===== config.mk =====
export PLATFORM = sky130hd
export DESIGN_NAME = any1_bitfield_packer_flat
export DESIGN_NICKNAME = d
export VERILOG_FILES = /design/src/rtl/any1_bitfield_packer_pkg.sv /design/src/rtl/any1_bitfield_packer_if.sv /design/src/rtl/any1_bitfield_packer_bfmask.sv /design/src/rtl/any1_bitfield_packer.sv /design/src/flat_wrapper.sv
export SDC_FILE = /design/constraint.sdc
export NUM_CORES = 1
export LEC_CHECK = 0
export CORE_MARGIN = 2
export CORE_UTILIZATION = 26
export CTS_CLUSTER_SIZE = 24
export DETAILED_ROUTE_END_ITERATION = 12
export MAX_ROUTING_LAYER = met4
export PLACE_DENSITY = 0.42
export SYNTH_ARGS = -nofsm -noshare
export SYNTH_HDL_FRONTEND = slang
export SYNTH_SLANG_ARGS = --single-unit

===== constraint.sdc =====
create_clock -name clk_i -period 2.4 [get_ports clk_i]
set_input_delay 0.36 -clock clk_i [delete_from_list [all_inputs] [get_ports clk_i]]
set_output_delay 0.36 -clock clk_i [all_outputs]
set_load 0.005 [all_outputs]

===== src/rtl/any1_bitfield_packer_pkg.sv =====
// Shared types and constants for the bitfield packer and its mask helper.
// Ports: none (package only).
// Provides the packer state enum and the word width constant.
package any1_bitfield_packer_pkg;

    localparam int BFP_WORD = 64;

    typedef enum logic {
        BFP_RUN   = 1'b0,
        BFP_DRAIN = 1'b1
    } BfPackState;

endpackage


===== src/rtl/any1_bitfield_packer_if.sv =====
// Field-in / word-out handshake bundle for the bitfield packer.
// Ports: fld_* (valid/ready field stream), wrd_* (valid/ready packed-word stream).
// master = field producer + word consumer, slave = packer.
interface any1_bitfield_packer_if;
    import any1_bitfield_packer_pkg::*;

    logic                fld_valid_i;
    logic                fld_ready_o;
    logic [BFP_WORD-1:0] fld_data_i;
    logic [5:0]          fld_ml_i;
    logic                fld_last_i;
    logic                wrd_valid_o;
    logic                wrd_ready_i;
    logic [BFP_WORD-1:0] wrd_data_o;
    logic [6:0]          wrd_bits_o;
    logic                wrd_last_o;

    modport master (
        output fld_valid_i, fld_data_i, fld_ml_i, fld_last_i, wrd_ready_i,
        input  fld_ready_o, wrd_valid_o, wrd_data_o, wrd_bits_o, wrd_last_o
    );

    modport slave (
        input  fld_valid_i, fld_data_i, fld_ml_i, fld_last_i, wrd_ready_i,
        output fld_ready_o, wrd_valid_o, wrd_data_o, wrd_bits_o, wrd_last_o
    );

endinterface


===== src/rtl/any1_bitfield_packer_bfmask.sv =====
// Field-length mask: bit n set when n <= ml (ml = length minus 1).
// Ports: ml (6-bit length-1) in, mask (64-bit) out. Purely combinational.
// Same helper the extract path uses to trim fields.
module any1_bitfield_packer_bfmask
    import any1_bitfield_packer_pkg::*;
(
    input  logic [5:0]          ml,
    output logic [BFP_WORD-1:0] mask
);

    always_comb begin
        mask = '0;
        for (int n = 0; n < BFP_WORD; n++) begin
            mask[n] = (6'(n) <= ml);
        end
    end

endmodule


===== src/rtl/any1_bitfield_packer.sv =====
// Packs variable-width LSB-first fields (1..64 bits) into dense 64-bit words.
// Latency: a field that fills a word or closes a record yields a word next cycle.
// Backpressure: fld_ready drops whenever a word is pending or a record drains;
// it decodes from registers only, so there is no path from wrd_ready_i.
// Ports: clk_i, rst_ni (async active-low), bus (slave modport),
// wcnt_o emitted-word counter present only when ANY1_BFPACK_WCNT_EN is defined.
module any1_bitfield_packer
    import any1_bitfield_packer_pkg::*;
#(
    parameter int DWIDTH = BFP_WORD   // only 64 is supported
)
(
    input  logic                     clk_i,
    input  logic                     rst_ni,
    any1_bitfield_packer_if.slave    bus
`ifdef ANY1_BFPACK_WCNT_EN
    ,
    output logic [31:0]              wcnt_o
`endif
);

    localparam int ACCW = 2 * DWIDTH;

    BfPackState        st_q, st_d;
    logic [ACCW-1:0]   acc_q, acc_d;
    logic [6:0]        fill_q, fill_d;
    logic              lastp_q, lastp_d;

    logic [DWIDTH-1:0] fld_mask;
    logic              full;
    logic              fld_fire;
    logic              wrd_fire;

    any1_bitfield_packer_bfmask u_mask (
        .ml   (bus.fld_ml_i),
        .mask (fld_mask)
    );

    // fill >= 64 is exactly the top bit of the 7-bit count.
    assign full = fill_q[6];

    assign bus.fld_ready_o = (st_q == BFP_RUN) && !full;
    assign bus.wrd_valid_o = full || ((st_q == BFP_DRAIN) && (fill_q != 7'd0));
    assign bus.wrd_data_o  = acc_q[DWIDTH-1:0];
    assign bus.wrd_bits_o  = full ? 7'd64 : fill_q;
    // lastp is only set while draining, so it stands in for st==DRAIN here.
    assign bus.wrd_last_o  = lastp_q && (fill_q <= 7'd64);

    assign fld_fire = bus.fld_valid_i && bus.fld_ready_o;
    assign wrd_fire = bus.wrd_valid_o && bus.wrd_ready_i;

    always_ff @(posedge clk_i or negedge rst_ni) begin
        if (!rst_ni) begin
            st_q    <= BFP_RUN;
            acc_q   <= '0;
            fill_q  <= '0;
            lastp_q <= 1'b0;
        end else begin
            st_q    <= st_d;
            acc_q   <= acc_d;
            fill_q  <= fill_d;
            lastp_q <= lastp_d;
        end
    end

    // Field accept needs fill<64 in RUN, word handshake needs fill>=64 or
    // DRAIN, so the two branches never compete in the same cycle.
    always_comb begin
        st_d    = st_q;
        acc_d   = acc_q;
        fill_d  = fill_q;
        lastp_d = lastp_q;
        if (fld_fire) begin
            acc_d  = acc_q | ({{DWIDTH{1'b0}}, bus.fld_data_i & fld_mask} << fill_q);
            // fill_q <= 63 here, so the sum tops out at 127 and fits 7 bits.
            fill_d = fill_q + {1'b0, bus.fld_ml_i} + 7'd1;
            if (bus.fld_last_i) begin
                lastp_d = 1'b1;
                st_d    = BFP_DRAIN;
            end
        end else if (wrd_fire) begin
            if (bus.wrd_last_o) begin
                st_d    = BFP_RUN;
                lastp_d = 1'b0;
                acc_d   = '0;
                fill_d  = '0;
            end else begin
                acc_d  = acc_q >> DWIDTH;
                fill_d = full ? (fill_q - 7'd64) : 7'd0;
            end
        end
    end

`ifdef ANY1_BFPACK_WCNT_EN
    logic [31:0] wcnt_q;

    always_ff @(posedge clk_i or negedge rst_ni) begin
        if (!rst_ni) begin
            wcnt_q <= '0;
        end else if (wrd_fire) begin
            wcnt_q <= wcnt_q + 32'd1;
        end
    end

    assign wcnt_o = wcnt_q;
`endif

endmodule

===== src/flat_wrapper.sv =====
// flat-port wrapper written by rule: the top's interface ports become plain ports
module any1_bitfield_packer_flat import any1_bitfield_packer_pkg::*;
#(
    parameter int DWIDTH = BFP_WORD                          
)
  (clk_i, rst_ni, bus_fld_valid_i, bus_fld_data_i, bus_fld_ml_i, bus_fld_last_i, bus_wrd_ready_i, bus_fld_ready_o, bus_wrd_valid_o, bus_wrd_data_o, bus_wrd_bits_o, bus_wrd_last_o);
  any1_bitfield_packer_if bus_i ();
  input  logic clk_i;
  input  logic rst_ni;
  input wire logic [$bits(bus_i.fld_valid_i)-1:0] bus_fld_valid_i;
  input wire logic [$bits(bus_i.fld_data_i)-1:0] bus_fld_data_i;
  input wire logic [$bits(bus_i.fld_ml_i)-1:0] bus_fld_ml_i;
  input wire logic [$bits(bus_i.fld_last_i)-1:0] bus_fld_last_i;
  input wire logic [$bits(bus_i.wrd_ready_i)-1:0] bus_wrd_ready_i;
  output wire logic [$bits(bus_i.fld_ready_o)-1:0] bus_fld_ready_o;
  output wire logic [$bits(bus_i.wrd_valid_o)-1:0] bus_wrd_valid_o;
  output wire logic [$bits(bus_i.wrd_data_o)-1:0] bus_wrd_data_o;
  output wire logic [$bits(bus_i.wrd_bits_o)-1:0] bus_wrd_bits_o;
  output wire logic [$bits(bus_i.wrd_last_o)-1:0] bus_wrd_last_o;
  assign bus_i.fld_valid_i = bus_fld_valid_i;
  assign bus_i.fld_data_i = bus_fld_data_i;
  assign bus_i.fld_ml_i = bus_fld_ml_i;
  assign bus_i.fld_last_i = bus_fld_last_i;
  assign bus_i.wrd_ready_i = bus_wrd_ready_i;
  assign bus_fld_ready_o = bus_i.fld_ready_o;
  assign bus_wrd_valid_o = bus_i.wrd_valid_o;
  assign bus_wrd_data_o = bus_i.wrd_data_o;
  assign bus_wrd_bits_o = bus_i.wrd_bits_o;
  assign bus_wrd_last_o = bus_i.wrd_last_o;
  any1_bitfield_packer #(.DWIDTH(DWIDTH)) u_core (.clk_i(clk_i), .rst_ni(rst_ni), .bus(bus_i));
endmodule

# [Yosys cells after proc, flatten, opt, wreduce, memory -nomap -nowiden]
# Index checks and enable logic that the tools add are counted.
[classes] add_sub_neg=3 magnitude_cmp=65 n_eq_ne=1 shifts=1 muxes=12 n_bitwise=3 n_reduce_logical=11
[op_table] op="2-to-1 mux 128 bit" n=2
[op_table] op="less-or-equal comparator 6 bit, first input constant" n=32
[op_table] op="bitwise OR 128 bit" n=1
[op_table] op="left shift 64 x 7 -> 128 bit" n=1
[op_table] op="less-or-equal comparator 5 x 6 -> 1 bit, first input constant" n=16
[op_table] op="AND 64 bit" n=1
[op_table] op="2-to-1 mux 64 bit" n=1
[op_table] op="less-or-equal comparator 4 x 6 -> 1 bit, first input constant" n=8
[op_table] op="2-to-1 mux 7 bit" n=5
[op_table] op="less-or-equal comparator 3 x 6 -> 1 bit, first input constant" n=4
[op_table] op="less-or-equal comparator 1 x 6 -> 1 bit, first input constant" n=2
[op_table] op="less-or-equal comparator 2 x 6 -> 1 bit, first input constant" n=2
[op_table] op="adder 7 x 1 -> 7 bit, second input constant" n=1
[op_table] op="adder 7 x 6 -> 7 bit" n=1
[op_table] op="less-or-equal comparator 7 bit, second input constant" n=1
[op_table] op="nonzero test 7 bit" n=1
[op_table] op="subtractor 7 bit, second input constant" n=1
[op_table] op="logical AND 1 bit" n=5
[op_table] op="2-to-1 mux 1 bit" n=4
[op_table] op="nonzero test 2 bit" n=2
[op_table] op="AND reduction 3 bit" n=1
[op_table] op="inequality test 2 bit, second input constant" n=1
[op_table] op="logical NOT 1 bit" n=1
[op_table] op="logical OR 1 bit" n=1
[op_table] op="NOT 1 bit" n=1
[word_totals] register_bits=136 in_bits=75 word_cells=99

# [Longest topological paths before layout]
[depth] ltp_word=6 depth_mapped=13

# [By module]
# From an unflattened synthesis, not the netlist that was laid out.
[hier_totals] hier_cells=1372 area_unflattened_um2=12670.9
[modules_own_cells] mod="any1_bitfield_packer" instances=1 cells_each=1266 area_each_um2=12081.6 seq_area_each_um2=3403.3
[modules_own_cells] mod="any1_bitfield_packer_bfmask" instances=1 cells_each=106 area_each_um2=589.3 seq_area_each_um2=0.0

# [Least setup slack after synthesis]
# Ideal clock, no wire load.
[synth_timing] path_kind="reg2reg" from="register u_core.fill_q[0]" to="register u_core.acc_q[87]" arrival_time_ps=2458 t_required_ps=2270 setup_slack_ps=-187 path_stages_with_launch=10 path_buffers=2 period_less_slack_ps=2587 path_cell_list="dfrtp_1 buf_4 buf_4 or4_4 o2111ai_2 o31ai_1 mux2_2 mux4_2 a221oi_2 o21ai_1"
[synth_between] elab_chain_len=5 word_cells_on_any_way=8
[synth_lines] item="start: declaration" line="any1_bitfield_packer.sv:26" source="logic [6:0] fill_q, fill_d;"
[synth_lines] item="start signal: assignment" line="any1_bitfield_packer.sv:61" source="fill_q <= fill_d;"
[synth_lines] item="branches (longest 5 deep; another with left shift 64 x 7 -> 128 bit)"
[synth_lines] item="end signal: assignment" line="any1_bitfield_packer.sv:55" source="acc_q <= '0;"
[synth_lines] item="end signal: assignment" line="any1_bitfield_packer.sv:60" source="acc_q <= acc_d;"
[synth_lines] item="end: declaration" line="any1_bitfield_packer.sv:25" source="logic [ACCW-1:0] acc_q, acc_d;"
# Several ways; the timed one is not identified.
# A chain may end at the register's enable or synchronous reset.

# [Worst setup path after layout]
# Ends and elaborated chain as after synthesis.

==> impl_metrics.toml <==
[logic_synthesis]
synth_area_sq_um = 13000
post_synth_and_or_nand_nor_area_fraction_pct = 17.1
yosysSeqAreaShare_pct = 26.1
synth_area_per_cell_sq_um = 8.27
synth_fa_ha_area_share_pct = 0.730
muxShareOfSynthArea_pct = 14.2
post-synth-top-area-fraction_pct = 26.1
synth-async-reset-ratio_pct = 100
yosys_register_bits = 136
synth_top_family_by_area = "compound AO/OA/AOI/OAI gates"
synth.largest_area_cell = "dfrtp_1"
synth_flop_type = "dfrtp_1"
synth_warnings = 0
count_of_unique_library_cells_instantiated_by_yosys = 88
synthesis.instances = 1574
synth_fp_nets = 1656
post_synth_xor_area_fraction_pct = 0.269
ys_top_cells_by_area = "dfrtp_1, mux2i_1, mux4_2, buf_4, o21ai_0"
synth_compound_gate_area_share_pct = 31.7
edff_count_synth = 0

[layout]
postLayoutCoreUtil_pct = 44.4
antenna_cells_inserted = 0
nNetsFinal = 2182
final_common_cell = "buf_4"
area_delta_synth_final_pct = 69.5
filler_cell_count = 4927
drive_gt1_share_pct = 47.9
most-common-layout-cells = "buf_4, clkdlybuf4s50_1, dfrtp_1, nand2_1, nor2_1"

[floorplanning]
start_util_pct = 26.2
horiz_die_dim_um = 228
chipHeight_um = 228
core_region_area_sq_um = 49800
row_count = 82
io_pins = 149
dieArea_sq_um = 51900

[placed_design]
gp_congestion = 0.967
pre_cts_worst_setup_slack_ns = -1.25
detailedPlacementHpwl_um = 58900
place.port_buffers = 148

[flow_run]
max_cap_viols = 0

[global_route]
grt_use_total_pct = 29.1
antenna_found_initial = 0
grt_overflow_total = 0
maximum_number_of_pins_on_one_net_before_global_route_repair = 59
grt_first_pass_wirelength_um = 109000
grt_pass1_vias = 15500

[power]
cellInternalPower_mw = 15.4
power.clock.fraction_pct = 9.8
vdd_ir_drop_max_mv = 0.558
power_per_cell_area_nw_per_um2 = 1320
power.net_switching_mw = 13.7
power_leakage_nw = 8.98
seq_power_share_pct = 13.2
power_switching_share_pct = 47.1
power_frac_comb_pct = 77.0

[timing]
holdWs_ns = 0.468
setup_viol = 118
rsz0062_at_grt = "yes"
max_slew_margin_pct = 48.7
final_hold_viol_count = 0
worst_clock_skew_ns = 0.0103
maxSlewViolCount = 0
period_minus_slack_ns = 2.99
fmax_ghz = 0.334
final_critical_path_setup_slack_ns = -0.591
post-route-period-util_pct = 125
max_slew.worst_pin.slew_ns = 0.769

[setup_path]
cp_max_fo = 10
cp_slowest_stage_delay_ns = 0.53
cp-end-kind = "flip-flop"
required_ns = 2.73
worst-setup-path-type = "flip-flop to flip-flop"
worst_setup_path_start_kind = "flip-flop"
timing.critical_path.cells = "buf_12, buf_6, o211a_4, o211ai_1, mux2i_1, buf_4, a22o_4, mux4_2, a221oi_2, o21ai_1"
data_arrival_time_at_the_worst_slack_endpoint_ns = 3.32
path_delay_family = "compound AO/OA/AOI/OAI gates"
path_buf_inv = 3
crit_path_top_delay_cell = "dfrtp_4"

[clock_network]
cts_buffers = 17
cts.reportedPaths.clkPinSlew_ns = 0.07
number_of_clock_sinks = 136
htreeDepth = 4
tritoncts = "built"
maximum_number_of_buffers_from_clock_root_to_sink = 2
worst_skew_pair.late_latency_ns = 0.45
root_buffer = "clkbuf_16"

[route]
detailroute.via_count = 16000
route.final.wire_length_um = 75600
detail_route.first_pass.iterations = 5
post_drt_wl_per_cell_um = 27.1
avgViaCountPerCell = 5.75
remaining_drc_errors = 0
antenna_left = 0
drt-initial-drc-count = 1617

[outcome]
failed_checks = "negative setup slack"
status = "finished, violations left"

[worst_hold_path]
hold_class = "input port to async pin"
Yosys cell counts (all sizes together) (26+ instances only):
library cell  instances
mux2i                79
clkbuf               75
mux4                 26
mux2                 42
o22ai                30
buf                 139
o21ai               104
a211oi               32
o211ai               35
a221oi               26
nor2                126
and3                 26
nand3                45
nand2               116
a21oi                98
dfrtp               136
nor3                 43
through the flow:
step / std cells / total power, mW / cell area, sq um / TNS [ns]
floorplan: 1574 / 12.2 / 13100 / -0.717
global placement: 2679 / 21.6 / 18300 / -104.85
detailed placement: 2679 / 21.6 / 18300 / -105.30
CTS: 2742 / 26.5 / 20400 / -39.84
global route: 2785 / 30.2 / 22100 / -50.08
finish: 2785 / 29.1 / 22100 / -41.18
power by group through the flow:
| stage | sequential, mW | combinational [mW] | clock, mW |
|---|---|---|---|
| 2_1_floorplan | 3.44 | 8.74 | 0 |
| 6_report | 3.84 | 22.4 | 2.85 |
| 3_5_place_dp | 3.83 | 17.8 | 0 |
| 3_3_place_gp | 3.84 | 17.8 | 0 |
| 5_1_grt | 3.92 | 23.3 | 2.98 |
| 4_1_cts | 3.82 | 19.8 | 2.87 |
layout make-up:
cell class,count,area (sq um),share of cell area (%)
multi-input combinational,1197,10600,47.8
timing repair buffer,721,6530,29.6
sequential,136,3410,15.5
tap,672,841,3.81
clock buffer,17,425,1.93
clock inverter,15,191,0.867
inverter,27,109,0.493
repair_timing:
action,in CTS,in global routing
endpoints found under the hold margin,54,0
gates cloned,2,2
endpoints found under the setup margin,132,132
pin swaps,40,73
gates resized for setup,266,270
setup buffers,33,43
hold buffers,1,0
routing by layer:
layer	global-route usage, %	share of wire [%]	up-vias
met5	-	0	-
met2	45.9	47	651
met1	39.5	44	8165
met4	6.70	2.4	0
met3	3.99	6.6	104
li1	-	-	7089
cells by family after synthesis:
logic type,count (synthesis)
AO/OA/AOI/OAI,583
XOR/XNOR,4
adder cells (fa/ha/maj),7
buffers and inverters,241
flip-flops,136
multiplexers,147
AND/OR/NAND/NOR,456
sequential cells by signal (all words and copies together) (netlist names):
signal and flops:
u_core.st_q 1, u_core.fill_q 7, u_core.acc_q 128
final timing paths:
check | startpoint | endpoint | slack [ns] | cells after the start
min in group clk_i | u_core.acc_q[118] | u_core.acc_q[118] | 0.48 | 1
setup reg to reg | u_core.fill_q[0] | u_core.acc_q[87] | -0.59 | 10
max in group asynchronous | rst_ni | u_core.acc_q[118] | 1.25 | 3
hold reg to reg | u_core.acc_q[118] | u_core.acc_q[118] | 0.48 | 1
hold / removal | rst_ni | u_core.acc_q[11] | 0.47 | 2
setup / recovery | u_core.fill_q[0] | u_core.acc_q[87] | -0.59 | 10
(Power assumes the default switching activity.)
